**src/rtl/pipeline_stall_ctrl_if.sv**
```systemverilog
// Handshake bundle between the stall controller and the pipeline:
// hazard/branch/memory status in, freeze/flush controls and counters out.
interface pipeline_stall_ctrl_if #(
    parameter int CNT_W = 32
);
    logic             hazard_in;
    logic             forward_en;
    logic             exe_mem_read;
    logic             branch_taken;
    logic             mem_req;
    logic             mem_ready;
    logic             perf_clr;
    logic             freeze_pc;
    logic             flush_if_id;
    logic             flush_id_exe;
    logic             freeze_all;
    logic             mem_error;
    logic [CNT_W-1:0] stall_cnt;
    logic [CNT_W-1:0] flush_cnt;
    logic [CNT_W-1:0] memwait_cnt;

    modport master (
        output hazard_in, forward_en, exe_mem_read,
        output branch_taken, mem_req, mem_ready, perf_clr,
        input  freeze_pc, flush_if_id, flush_id_exe,
        input  freeze_all, mem_error,
        input  stall_cnt, flush_cnt, memwait_cnt
    );

    modport slave (
        input  hazard_in, forward_en, exe_mem_read,
        input  branch_taken, mem_req, mem_ready, perf_clr,
        output freeze_pc, flush_if_id, flush_id_exe,
        output freeze_all, mem_error,
        output stall_cnt, flush_cnt, memwait_cnt
    );
endinterface

```
**src/rtl/pipeline_stall_ctrl.sv**
```systemverilog
// Stall/flush sequencer: prioritised freeze/flush controls,
// memory-wait watchdog FSM and saturating performance counters.
module pipeline_stall_ctrl #(
    parameter int MEM_TIMEOUT = 16,
    parameter int CNT_W       = 32
) (
    input logic                 clk,
    input logic                 rst,
    pipeline_stall_ctrl_if.slave bus
);

    localparam int WC_W = $clog2(MEM_TIMEOUT) + 1;
    localparam logic [WC_W-1:0] WC_LAST = WC_W'(MEM_TIMEOUT - 1);

    typedef enum logic [1:0] {
        RUN,
        MEM_WAIT,
        ERROR
    } state_e;

    state_e          state_q, state_d;
    logic [WC_W-1:0] wait_cnt_q, wait_cnt_d;
    logic [CNT_W-1:0] stall_cnt_q, flush_cnt_q, memwait_cnt_q;

    logic mem_busy;
    logic eff_haz;
    logic sel_flush;
    logic sel_stall;

    assign mem_busy = bus.mem_req & ~bus.mem_ready;
    assign eff_haz  = bus.hazard_in & (~bus.forward_en | bus.exe_mem_read);

    always_comb begin
        bus.freeze_pc    = 1'b0;
        bus.flush_if_id  = 1'b0;
        bus.flush_id_exe = 1'b0;
        bus.freeze_all   = 1'b0;
        sel_flush        = 1'b0;
        sel_stall        = 1'b0;
        if (rst) begin
            bus.freeze_all = 1'b0;
        end else if (state_q == ERROR) begin
            bus.freeze_all = 1'b1;
        end else if (mem_busy) begin
            // EXE is frozen, so a pending branch stays visible until release
            bus.freeze_all = 1'b1;
            bus.freeze_pc  = 1'b1;
        end else if (bus.branch_taken) begin
            bus.flush_if_id  = 1'b1;
            bus.flush_id_exe = 1'b1;
            sel_flush        = 1'b1;
        end else if (eff_haz) begin
            bus.freeze_pc    = 1'b1;
            bus.flush_id_exe = 1'b1;
            sel_stall        = 1'b1;
        end
    end

    always_comb begin
        state_d    = state_q;
        wait_cnt_d = wait_cnt_q;
        case (state_q)
            RUN: begin
                if (mem_busy) begin
                    state_d    = MEM_WAIT;
                    wait_cnt_d = WC_W'(1);
                end else begin
                    wait_cnt_d = '0;
                end
            end
            MEM_WAIT: begin
                if (!mem_busy) begin
                    state_d    = RUN;
                    wait_cnt_d = '0;
                end else if (wait_cnt_q == WC_LAST) begin
                    state_d = ERROR;
                end else begin
                    wait_cnt_d = wait_cnt_q + WC_W'(1);
                end
            end
            ERROR:   state_d = ERROR;
            default: begin
                state_d    = RUN;
                wait_cnt_d = '0;
            end
        endcase
    end

    always_ff @(posedge clk) begin
        if (rst) begin
            state_q    <= RUN;
            wait_cnt_q <= '0;
        end else begin
            state_q    <= state_d;
            wait_cnt_q <= wait_cnt_d;
        end
    end

    always_ff @(posedge clk) begin
        if (rst || bus.perf_clr) begin
            stall_cnt_q   <= '0;
            flush_cnt_q   <= '0;
            memwait_cnt_q <= '0;
        end else begin
            if (sel_stall && stall_cnt_q != '1)
                stall_cnt_q <= stall_cnt_q + CNT_W'(1);
            if (sel_flush && flush_cnt_q != '1)
                flush_cnt_q <= flush_cnt_q + CNT_W'(1);
            if (bus.freeze_all && memwait_cnt_q != '1)
                memwait_cnt_q <= memwait_cnt_q + CNT_W'(1);
        end
    end

    assign bus.mem_error   = (state_q == ERROR) & ~rst;
    assign bus.stall_cnt   = stall_cnt_q;
    assign bus.flush_cnt   = flush_cnt_q;
    assign bus.memwait_cnt = memwait_cnt_q;

endmodule

```
**src/flat_wrapper.sv**
```systemverilog
// flat-port wrapper written by rule: the top's interface ports become plain ports
module pipeline_stall_ctrl_flat 
#(
    parameter int MEM_TIMEOUT = 16,
    parameter int CNT_W       = 32
)
  (clk, rst, bus_hazard_in, bus_forward_en, bus_exe_mem_read, bus_branch_taken, bus_mem_req, bus_mem_ready, bus_perf_clr, bus_freeze_pc, bus_flush_if_id, bus_flush_id_exe, bus_freeze_all, bus_mem_error, bus_stall_cnt, bus_flush_cnt, bus_memwait_cnt);
  pipeline_stall_ctrl_if #(.CNT_W(CNT_W)) bus_i ();
  input logic clk;
  input logic rst;
  input wire logic [$bits(bus_i.hazard_in)-1:0] bus_hazard_in;
  input wire logic [$bits(bus_i.forward_en)-1:0] bus_forward_en;
  input wire logic [$bits(bus_i.exe_mem_read)-1:0] bus_exe_mem_read;
  input wire logic [$bits(bus_i.branch_taken)-1:0] bus_branch_taken;
  input wire logic [$bits(bus_i.mem_req)-1:0] bus_mem_req;
  input wire logic [$bits(bus_i.mem_ready)-1:0] bus_mem_ready;
  input wire logic [$bits(bus_i.perf_clr)-1:0] bus_perf_clr;
  output wire logic [$bits(bus_i.freeze_pc)-1:0] bus_freeze_pc;
  output wire logic [$bits(bus_i.flush_if_id)-1:0] bus_flush_if_id;
  output wire logic [$bits(bus_i.flush_id_exe)-1:0] bus_flush_id_exe;
  output wire logic [$bits(bus_i.freeze_all)-1:0] bus_freeze_all;
  output wire logic [$bits(bus_i.mem_error)-1:0] bus_mem_error;
  output wire logic [$bits(bus_i.stall_cnt)-1:0] bus_stall_cnt;
  output wire logic [$bits(bus_i.flush_cnt)-1:0] bus_flush_cnt;
  output wire logic [$bits(bus_i.memwait_cnt)-1:0] bus_memwait_cnt;
  assign bus_i.hazard_in = bus_hazard_in;
  assign bus_i.forward_en = bus_forward_en;
  assign bus_i.exe_mem_read = bus_exe_mem_read;
  assign bus_i.branch_taken = bus_branch_taken;
  assign bus_i.mem_req = bus_mem_req;
  assign bus_i.mem_ready = bus_mem_ready;
  assign bus_i.perf_clr = bus_perf_clr;
  assign bus_freeze_pc = bus_i.freeze_pc;
  assign bus_flush_if_id = bus_i.flush_if_id;
  assign bus_flush_id_exe = bus_i.flush_id_exe;
  assign bus_freeze_all = bus_i.freeze_all;
  assign bus_mem_error = bus_i.mem_error;
  assign bus_stall_cnt = bus_i.stall_cnt;
  assign bus_flush_cnt = bus_i.flush_cnt;
  assign bus_memwait_cnt = bus_i.memwait_cnt;
  pipeline_stall_ctrl #(.MEM_TIMEOUT(MEM_TIMEOUT), .CNT_W(CNT_W)) u_core (.clk(clk), .rst(rst), .bus(bus_i));
endmodule
```
**config.mk**
```make
export PLATFORM = sky130hd
export DESIGN_NAME = pipeline_stall_ctrl_flat
export DESIGN_NICKNAME = d
export VERILOG_FILES = /design/src/rtl/pipeline_stall_ctrl_if.sv /design/src/rtl/pipeline_stall_ctrl.sv /design/src/flat_wrapper.sv
export SDC_FILE = /design/constraint.sdc
export NUM_CORES = 1
export LEC_CHECK = 0
export ABC_AREA = 1
export CAP_MARGIN = 0
export CELL_PAD_IN_SITES_DETAIL_PLACEMENT = 1
export CELL_PAD_IN_SITES_GLOBAL_PLACEMENT = 2
export CORE_MARGIN = 4
export CORE_UTILIZATION = 28
export DETAILED_ROUTE_END_ITERATION = 7
export PLACE_DENSITY_LB_ADDON = 0.2
export SLEW_MARGIN = 5
export SYNTH_ARGS = -nofsm -noshare
export SYNTH_HDL_FRONTEND = slang
export SYNTH_SLANG_ARGS = --single-unit
export TNS_END_PERCENT = 10
```
**constraint.sdc**
```tcl
create_clock -name clk -period 1.72 [get_ports clk]
set_input_delay 0.258 -clock clk [delete_from_list [all_inputs] [get_ports clk]]
set_output_delay 0.258 -clock clk [all_outputs]
set_load 0.02 [all_outputs]
```
==> reports/metrics.cfg <==
[critical_path]
worstPathCellList = clkdlybuf4s50_1
r2r_start = u_core.bus.flush_cnt[0]
critPathKind = flip-flop to primary output
slowest_stage = clkdlybuf4s50_1
cp_num_buf_inv = 1
cpLargestDelayFamily = buffers and inverters
crit_arrival_ns = 1.43
max_stage_delay_ns = 0.64
startpoint = u_core.bus.memwait_cnt[23]
crit_required_ns = 1.46
critPathMaxFanout = 5
end_kind = primary output
critPathLaunchType = flip-flop

[final_layout]
layout-drive-gt1-share = 0.267
multi_input_area_mm2 = 0.00424
most-common-layout-cells = nand2_1 (278), nor2_1 (219), buf_4 (158), dfxtp_1 (88), inv_1 (84)
antenna_cells = 0
final_common_cell = nand2_1
fillers = 2947
layout.nets = 1339
regArea_mm2 = 0.00208
finalNonFillerCells = 1615
area_growth_pct = 53.5
fin_util = 0.438

[min_path]
hold_start = bus_mem_req
hold_class = primary input to flip-flop

[floorplan]
die_w_um = 160
core-area_mm2 = 0.0227
start_util = 0.285
die-area_mm2 = 0.0256
row_count = 55
io_pins = 110
die_y_um = 160

[clock_tree]
clkLatencyLatePin_ns = 0.36
cts_max_level = 3
cts_root_buffer = clkbuf_16
clock-sinks = 103
clk_path_buf_depth = 2
clk_pin_slew_ns = 0.07
cts_made_buffers = 9
cts_tree = built

[routing]
routed_wl_mm = 23.9
dr.pass1.iters = 4
drc_errors = 0
drt_iter0_drc = 315
wl_per_cell_um = 14.8
antenna_left = 0
drt-vias-per-instance = 4.66
vias = 7528

[timing]
fin_crit_ns = 1.69
fmax_mhz = 593
finalClockSkew_ns = 0.00629
hold_viol_final = 0
fin_tns_setup_ns = 0
maxSlewViolCount = 0
fin_hold_ws_ns = 0.389
min_period_over_period = 0.981
tightest_slew_ns = 0.330
finalSetupViolCount = 0
rsz0062_at_grt = yes
max_slew_margin = 0.778

[power_and_ir_drop]
p_total_w = 0.00527
peakVddDrop_uv = 412
powerDensity_mw_per_mm2 = 529
leakagePower_nw = 4.93

[grt]
grt_overflow = 0
grtUsageMet1 = 0.240
grt_pass1_vias = 7590
use_met3 = 0.0346
antenna_found_initial = 0
grt_first_pass_wirelength_mm = 38.3
grt_usage = 0.182
grt_max_degree = 24
grt.busiest_layer = met2
use_met2 = 0.309

[logic_synthesis]
synth_cell_types = 37
ys_warn_count = 0
synth_top_flop_cell = dfxtp_1
yosysSeqAreaShare = 0.318
synth_cells = 1057
synthArstFlopShare = 0
synth_edf_count = 0
ys_seq_elements = 103
syn_avg_cell_area_um2 = 6.13
synth_nets = 1071
syn-cell-area_mm2 = 0.00648

[status]
status = complete, no violations

[placement]
dp_hpwl_mm = 18.9
dp_cells = 1582
numPortBuffers = 109
gp_congestion = 0.848

[run]
maxCapViolations = 0

[through the flow]
| stage | setup WS, ns | instance area [um^2] |
|---|---|---|
| CTS | -0.0864 | 9410 |
| global placement | -0.365 | 8980 |
| floorplan | -0.00381 | 6480 |
| finish | 0.0333 | 9950 |
| detailed placement | -0.395 | 8980 |
| global route | -0.0681 | 9950 |
[power breakdown]
group          internal, W  leakage (nW)  total (W)  switching, W
Combinational     0.000131          3.91   0.000299      0.000168
Clock              0.00156         0.179    0.00258       0.00101
Sequential         0.00239         0.837    0.00239    0.00000412
Total              0.00408          4.93    0.00527       0.00118
[sequential cells by signal (all words and copies together) (netlist names)]
name	flops
u_core.bus.memwait_cnt	32
u_core.state_q	2
u_core.bus.stall_cnt	32
u_core.bus.flush_cnt	32
u_core.wait_cnt_q	5
[area by class of cell]
type	count	area share
Clock inverter	7	0.0136
Timing Repair Buffer	281	0.256
Tap cell	285	0.0358
Clock buffer	9	0.0226
Multi-Input combinational cell	834	0.426
Sequential cell	103	0.209
Inverter	96	0.0370
[worst paths after layout]
path / depth (start not counted) / to / slack (ns)
max: 1 / bus_memwait_cnt[23] / 0.03
min: 4 / u_core.state_q[0] / 0.39
max reg2reg: 10 / u_core.bus.flush_cnt[30] / 0.05
min reg2reg: 2 / u_core.wait_cnt_q[4] / 0.46
[routing by layer]
layer / up-vias / routed length (um)
met3: 21 / 783
met1: 3527 / 11500
li1: 3886 / -
met5: - / 0
met2: 94 / 11300
met4: 0 / 344
[logic make-up (layout without fill, tap and decap cells)]
kind of cell / after synthesis / in the layout / share of synthesized area
and+or+nand+nor: 739 / 740 / 0.512
buffers and inverters: 121 / 393 / 0.0846
DFF: 103 / 103 / 0.318
AOI/OAI and AO/OA: 80 / 80 / 0.0637
xor gates and xnor gates: 9 / 9 / 0.0122
adders and majority gates: 5 / 5 / 0.00966
[synthesized netlist by cell type (all sizes together), types with 4 or more instances]
library cell | instances | area, um^2
nand2 | 310 | 1250
nor2 | 281 | 1200
nand3 | 105 | 566
dfxtp | 103 | 2060
inv | 92 | 348
a21oi | 62 | 310
nand4 | 21 | 138
buf | 20 | 148
nor3 | 10 | 61.3
o21ai | 10 | 50.1
xor2 | 7 | 61.3
a31oi | 6 | 37.5
and2 | 5 | 31.3
clkbuf | 5 | 32.5
ha | 5 | 62.6
nand3b | 5 | 53.8
clkinv | 4 | 20.0
[repair_timing]
item	CTS	global route
resized for setup	68	154
pin swaps	6	24
gates cloned	2	1
hold buffers	0	0
setup buffers	4	11
endpoints found under the setup margin	73	143
Note: power is estimated with default switching activity, not from simulation.
==> RTL edit 1: new RTL, config.mk and constraints unchanged <==
Re-encode `state_e` (3 states) as one-hot, 3 bits wide.
--- a/src/rtl/pipeline_stall_ctrl.sv
+++ b/src/rtl/pipeline_stall_ctrl.sv
@@ -13,8 +13,8 @@
     localparam logic [WC_W-1:0] WC_LAST = WC_W'(MEM_TIMEOUT - 1);
 
-    typedef enum logic [1:0] {
-        RUN,
-        MEM_WAIT,
-        ERROR
+    typedef enum logic [2:0] {
+        RUN      = 3'b001,
+        MEM_WAIT = 3'b010,
+        ERROR    = 3'b100
     } state_e;
 
Function: same outputs for any inputs over 10 cycles, from zero or initial values and one cycle with rst high; not proved beyond that.
==> RTL edit 1 against the unedited design <==
Sequential cell count up 1. Die area down 3.3%. Sequential share of layout area up 1.5 points. Setup slack better by 0.0011 ns. Core utilization down 0.57 points. Cell area down 4.9%. Routed wire length down 1.9%. Clock skew up 0.0045 ns. Clock power down 17%. Synthesized area down 3.5%. Power down 7.6%. Critical endpoint is now bus_memwait_cnt[14].
==> RTL edit 1: results (changes against the unedited design) <==
- Vias in the first global route: 7559 (was 7590)
- Diodes inserted: 0 (unchanged)
- Layout cells sized above 1: 0.224 (was 0.267)
- Placed inst area: 0.00861 mm2 (was 0.00898 mm2)
- DR WL/cell: 14.9 um (was 14.8 um)
- Actual slew at the worst max-slew pin: 0.325 ns (was 0.330 ns)
- First-pass GRT wire length: 38200 um (was 38300 um)
- Commonest cells in the netlist: 290 x nand2_1, 269 x nor2_1, 104 x dfxtp_1, 88 x nand3_1, 79 x inv_1 (was 290 x nand2_1, 248 x nor2_1, 103 x dfxtp_1, 97 x nand3_1, 85 x inv_1)
- Worst Path Max Fanout: 4 (was 5)
- Final #Nets: 1306 (was 1339)
- CTS Buf Count: 9 (unchanged)
- Clk root buf: clkbuf_16 (unchanged)
- Clock slew at reported path FFs: 0.07 ns (about the same)
- Leakage power figure: 4.38 nW (was 4.93 nW)
- Initial antenna violation count: 0 (unchanged)
- EDFF count, synth: 0 (unchanged)
- Clk_lat worst skew: 0.36 ns (about the same)
- Worst Skew: 0.0108 ns (was 0.00629 ns)
- Vias: 7417 (was 7528)
- Total GRT Usage: 0.190 (was 0.182)
- Largest cells by area after synthesis: dfxtp_1 33%, nand2_1 17%, nor2_1 16%, nand3_1 7.0%, a21oi_1 6.2% (was dfxtp_1 32%, nand2_1 17%, nor2_1 14%, nand3_1 7.5%, inv_1 4.9%)
- CP delay by family, top: buffers and inverters (unchanged)
- CP peak stage delay: 0.60 ns (was 0.64 ns)
- Netlist cell types: 35 (was 37)
- Async S/R FF share, synth: 0 (unchanged)
- Place WS: -0.479 ns (was -0.395 ns)
- # port buffers: 109 (unchanged)
- Max Transition Viols Final: 0 (unchanged)
- Sequential element share of the synthesized area: 0.333 (was 0.318)
- CTS H-tree depth: 3 (unchanged)
- Slowest cell on the critical path: clkdlybuf4s50_1 (unchanged)
- Crit path DAT: 1.43 ns (about the same)
- Drt pass-1 iters: 4 (unchanged)
- Mapped Nets: 1067 (was 1071)
- Global placer's final weighted congestion: 0.829 (was 0.848)
- HPWL Detailed: 18200 um (was 18900 um)
- VDD IR-drop max: 0.397 mV (was 0.412 mV)
- DR iter-0 viols: 285 (was 315)
- Clk buf depth: 2 (unchanged)
- Yosys warns: 0 (unchanged)
- Post-Syn Area: 0.00625 mm2 (was 0.00648 mm2)
- Hold crit path type: reg -> reg (was in -> reg)
- Largest net degree at the start of global routing: 49 (was 24)
- Top_reg_cell synth: dfxtp_1 (unchanged)
- Status: complete, no violations (unchanged)
-- RTL edit 1: power breakdown --
group | internal [mW] | leakage [nW] | switching (mW)
combinational | 0.126 | 3.39 | 0.175
sequential | 2.41 | 0.853 | 0.00634
clock | 1.16 | 0.139 | 0.984
-- RTL edit 1: worst reg2reg max path, cell delays in order (launching register included) --
cell     delay [ns]
dfxtp_2        0.36
ha_4           0.14
nand2_2        0.07
nor2_4         0.17
nand2_4        0.11
nor2_8         0.13
nand2_2        0.11
buf_4          0.18
nand2_1        0.07
xor2_1         0.16
nor2_1         0.06
-- RTL edit 1: layout make-up --
| cell class | count | area [um2] |
|---|---|---|
| tap | 280 | 350 |
| clock buffer | 12 | 246 |
| multi-input combinational | 832 | 3990 |
| fill | 2914 | 12400 |
| clock inverter | 3 | 42.5 |
| inverter | 93 | 357 |
| sequential | 104 | 2120 |
| timing repair buffer | 252 | 2360 |
-- RTL edit 1: repair_timing --
action | CTS | global route
resized for setup | 58 | 158
pin swaps | 2 | 13
buffers inserted | 2 | 9
cloned | 1 | 2
endpoints found under the hold margin | 0 | 0
setup endpoints to repair | 90 | 154
-- RTL edit 1: cells by family (layout without fill, tap and decap cells) --
| logic type | Yosys count | after routing | synth area share |
|---|---|---|---|
| XOR/XNOR | 14 | 14 | 0.0196 |
| adder cells (fa/ha/maj) | 5 | 5 | 0.0100 |
| AO/OA/AOI/OAI | 104 | 104 | 0.0855 |
| AND/OR/NAND/NOR | 707 | 709 | 0.475 |
| buffers and inverters | 119 | 360 | 0.0771 |
| flip-flops | 104 | 104 | 0.333 |
-- RTL edit 1: routing by layer --
layer  wire, um  up-vias  GRT usage  share of wire
met5          0        -          0              0
met4        201        0     0.0311         0.0086
met3        714       16     0.0319          0.030
met2      11400      106      0.329           0.48
met1      11200     3472      0.253           0.48
li1           -     3823          -              -
-- RTL edit 1: path summary, 6_finish.rpt --
| path | startpoint | endpoint | slack, ns | depth (start not counted) |
|---|---|---|---|---|
| max | u_core.bus.memwait_cnt[14] | bus_memwait_cnt[14] | 0.03 | 2 |
| min | u_core.wait_cnt_q[1] | u_core.wait_cnt_q[1] | 0.49 | 2 |
| max reg2reg | u_core.bus.memwait_cnt[0] | u_core.bus.memwait_cnt[10] | 0.06 | 10 |
| min reg2reg | u_core.wait_cnt_q[1] | u_core.wait_cnt_q[1] | 0.49 | 2 |
-- RTL edit 1: stage by stage --
stage          setup TNS [ns]  utilization  cells
5_1_grt                -0.453        0.432   1576
3_3_place_gp           -30.01        0.393   1547
4_1_cts               -0.0152        0.409   1565
3_5_place_dp           -31.56        0.393   1547
6_report                    0        0.432   1576
2_1_floorplan          -0.641            -   1053
==> RTL edit 2: new RTL, config.mk and constraints unchanged <==
Without the edit above. `MEM_TIMEOUT` is set to 16 in 2 places; all go to 32.
--- a/src/rtl/pipeline_stall_ctrl.sv
+++ b/src/rtl/pipeline_stall_ctrl.sv
@@ -2,5 +2,5 @@
 // memory-wait watchdog FSM and saturating performance counters.
 module pipeline_stall_ctrl #(
-    parameter int MEM_TIMEOUT = 16,
+    parameter int MEM_TIMEOUT = 32,
     parameter int CNT_W       = 32
 ) (
--- a/src/flat_wrapper.sv
+++ b/src/flat_wrapper.sv
@@ -2,5 +2,5 @@
 module pipeline_stall_ctrl_flat 
 #(
-    parameter int MEM_TIMEOUT = 16,
+    parameter int MEM_TIMEOUT = 32,
     parameter int CNT_W       = 32
 )
Check against the original RTL: no difference found for any inputs over 4 cycles, from zero or initial values and one cycle with rst high; that may be too few to reach the edited logic, so the function may still have changed.
==> RTL edit 2 against the unedited design <==
Worst hold slack better by 0.11 ns. Via count is 1.3% higher. Critical path depth up 1. Die area up 4.6%. Power down 3.5%. Cell count grew 3.8%. Cell area shrank 0.57%. Synthesized area increased by 4.9%. Combinational power rose by 6.7%. Routed wire length rose by 5.5%. Sequential cell count grew 1. Setup slack better by 0.014 ns. Critical endpoint is now bus_stall_cnt[1]. Largest cell class unchanged.
==> RTL edit 2: results (changes against the unedited design) <==
- Placed inst area: 0.00937 mm2 (was 0.00898 mm2)
- Xor/xnor share of the synthesized area: 0.0541 (was 0.0122)
- Area fraction in compound gates after synthesis: 0.0886 (was 0.0637)
- Relative slew slack: 0.710 (was 0.778)
- Netlist cell types: 32 (was 37)
- Cts repair resizes: 72 (was 68)
- Layout cells sized above 1: 0.239 (was 0.267)
- Place WS: -0.405 ns (was -0.395 ns)
- Clock power frac: 0.463 (was 0.489)
- Grt met3 use: 0.0284 (was 0.0346)
- HPWL Detailed: 20100 um (was 18900 um)
- Tot Pwr: 5.08 mW (was 5.27 mW)
- Status: complete, no violations (unchanged)
- Total GRT Usage: 0.191 (was 0.182)
- Met1 wire length: 12300 um (was 11500 um)
- Vias per cell: 4.55 (was 4.66)
- Crit path to: bus_stall_cnt[1] (was bus_memwait_cnt[23])
- Critical path origin: u_core.bus.stall_cnt[1] (was u_core.bus.memwait_cnt[23])
- P_int: 3.82 mW (was 4.08 mW)
- Met2 Use GR: 0.328 (was 0.309)
- Global placer's final weighted congestion: 0.814 (was 0.848)
- Largest net degree at the start of global routing: 28 (was 24)
- Fillers: 3125 (was 2947)
- Worst R2R Setup Slack: 0.09 ns (was 0.05 ns)
- FF-to-FF Start: u_core.bus.flush_cnt[1] (was u_core.bus.flush_cnt[0])
- Final period utilization: 0.973 (was 0.981)
- Largest cells by area after synthesis: dfxtp_1 31%, nand2_1 22%, nor2_1 11%, inv_1 5.3%, a21oi_2 4.0% (was dfxtp_1 32%, nand2_1 17%, nor2_1 14%, nand3_1 7.5%, inv_1 4.9%)
- RR Endpoint: u_core.bus.flush_cnt[0] (was u_core.bus.flush_cnt[30])
- DR WL/cell: 15.1 um (was 14.8 um)
- Proportion of power drawn by flip-flops and latches: 0.474 (was 0.454)
- Placed insts: 1655 (was 1582)
- First-pass GRT wire length: 40800 um (was 38300 um)
- Hold crit path type: reg -> reg (was in -> reg)
- DR WL met3: 618 um (was 783 um)
- Cells after Synth: 1101 (was 1057)
- Sequential element share of the synthesized area: 0.306 (was 0.318)
- Met1 Resource Use GR: 0.261 (was 0.240)
- Drt total wl: 25200 um (was 23900 um)
- Commonest cells in the netlist: 395 x nand2_1, 195 x nor2_1, 104 x dfxtp_1, 96 x inv_1, 45 x nand3_1 (was 290 x nand2_1, 248 x nor2_1, 103 x dfxtp_1, 97 x nand3_1, 85 x inv_1)
-- RTL edit 2: cell count changes in the layout (fill, tap and decap cells not counted), moves of 12 or more --
cell | unedited run | this run
nand2_1 | 278 | 393
nor2_1 | 219 | 171
nand3_1 | 83 | 44
a21oi_2 | 8 | 32
nand3_2 | 22 | 1
xor2_1 | 7 | 28
buf_4 | 158 | 138
dlymetal6s2s_1 | 49 | 29
dlygate4sd2_1 | 36 | 55
nand2_2 | 19 | 36
a21oi_1 | 54 | 39
nor2_2 | 40 | 28
xnor2_1 | 2 | 14
-- RTL edit 2: cell type report --
class,count,area (um2),share of cell area
sequential,104,2110,0.214
timing repair buffer,264,2390,0.241
clock inverter,6,91.3,0.00923
multi-input combinational,873,4290,0.434
inverter,100,377,0.0381
tap,319,399,0.0404
clock buffer,10,229,0.0231
-- RTL edit 2: worst min-delay path by stage --
stage	from	end	slack (ns)	cells past startpoint
after floorplan	rst	u_core.state_q[0]	0.43	3
after global placement	u_core.wait_cnt_q[3]	u_core.wait_cnt_q[3]	0.49	2
after detailed placement	u_core.wait_cnt_q[1]	u_core.wait_cnt_q[1]	0.50	2
after CTS	u_core.wait_cnt_q[1]	u_core.wait_cnt_q[1]	0.51	2
after global routing	u_core.bus.flush_cnt[8]	u_core.bus.flush_cnt[8]	0.52	2
final	u_core.wait_cnt_q[1]	u_core.wait_cnt_q[1]	0.50	2
-- RTL edit 2: logic make-up (layout without fill, tap and decap cells) --
kind of cell	count (synthesis)	count (layout)
adders and majority gates	4	4
and+or+nand+nor	732	732
DFF	104	104
AOI/OAI and AO/OA	95	95
buffers and inverters	124	380
xor gates and xnor gates	42	42
-- RTL edit 2: worst max-delay path, stage by stage (launching register included) --
cell and delay, ns:
dfxtp_2 0.33, buf_4 0.13, clkdlybuf4s50_1 0.60
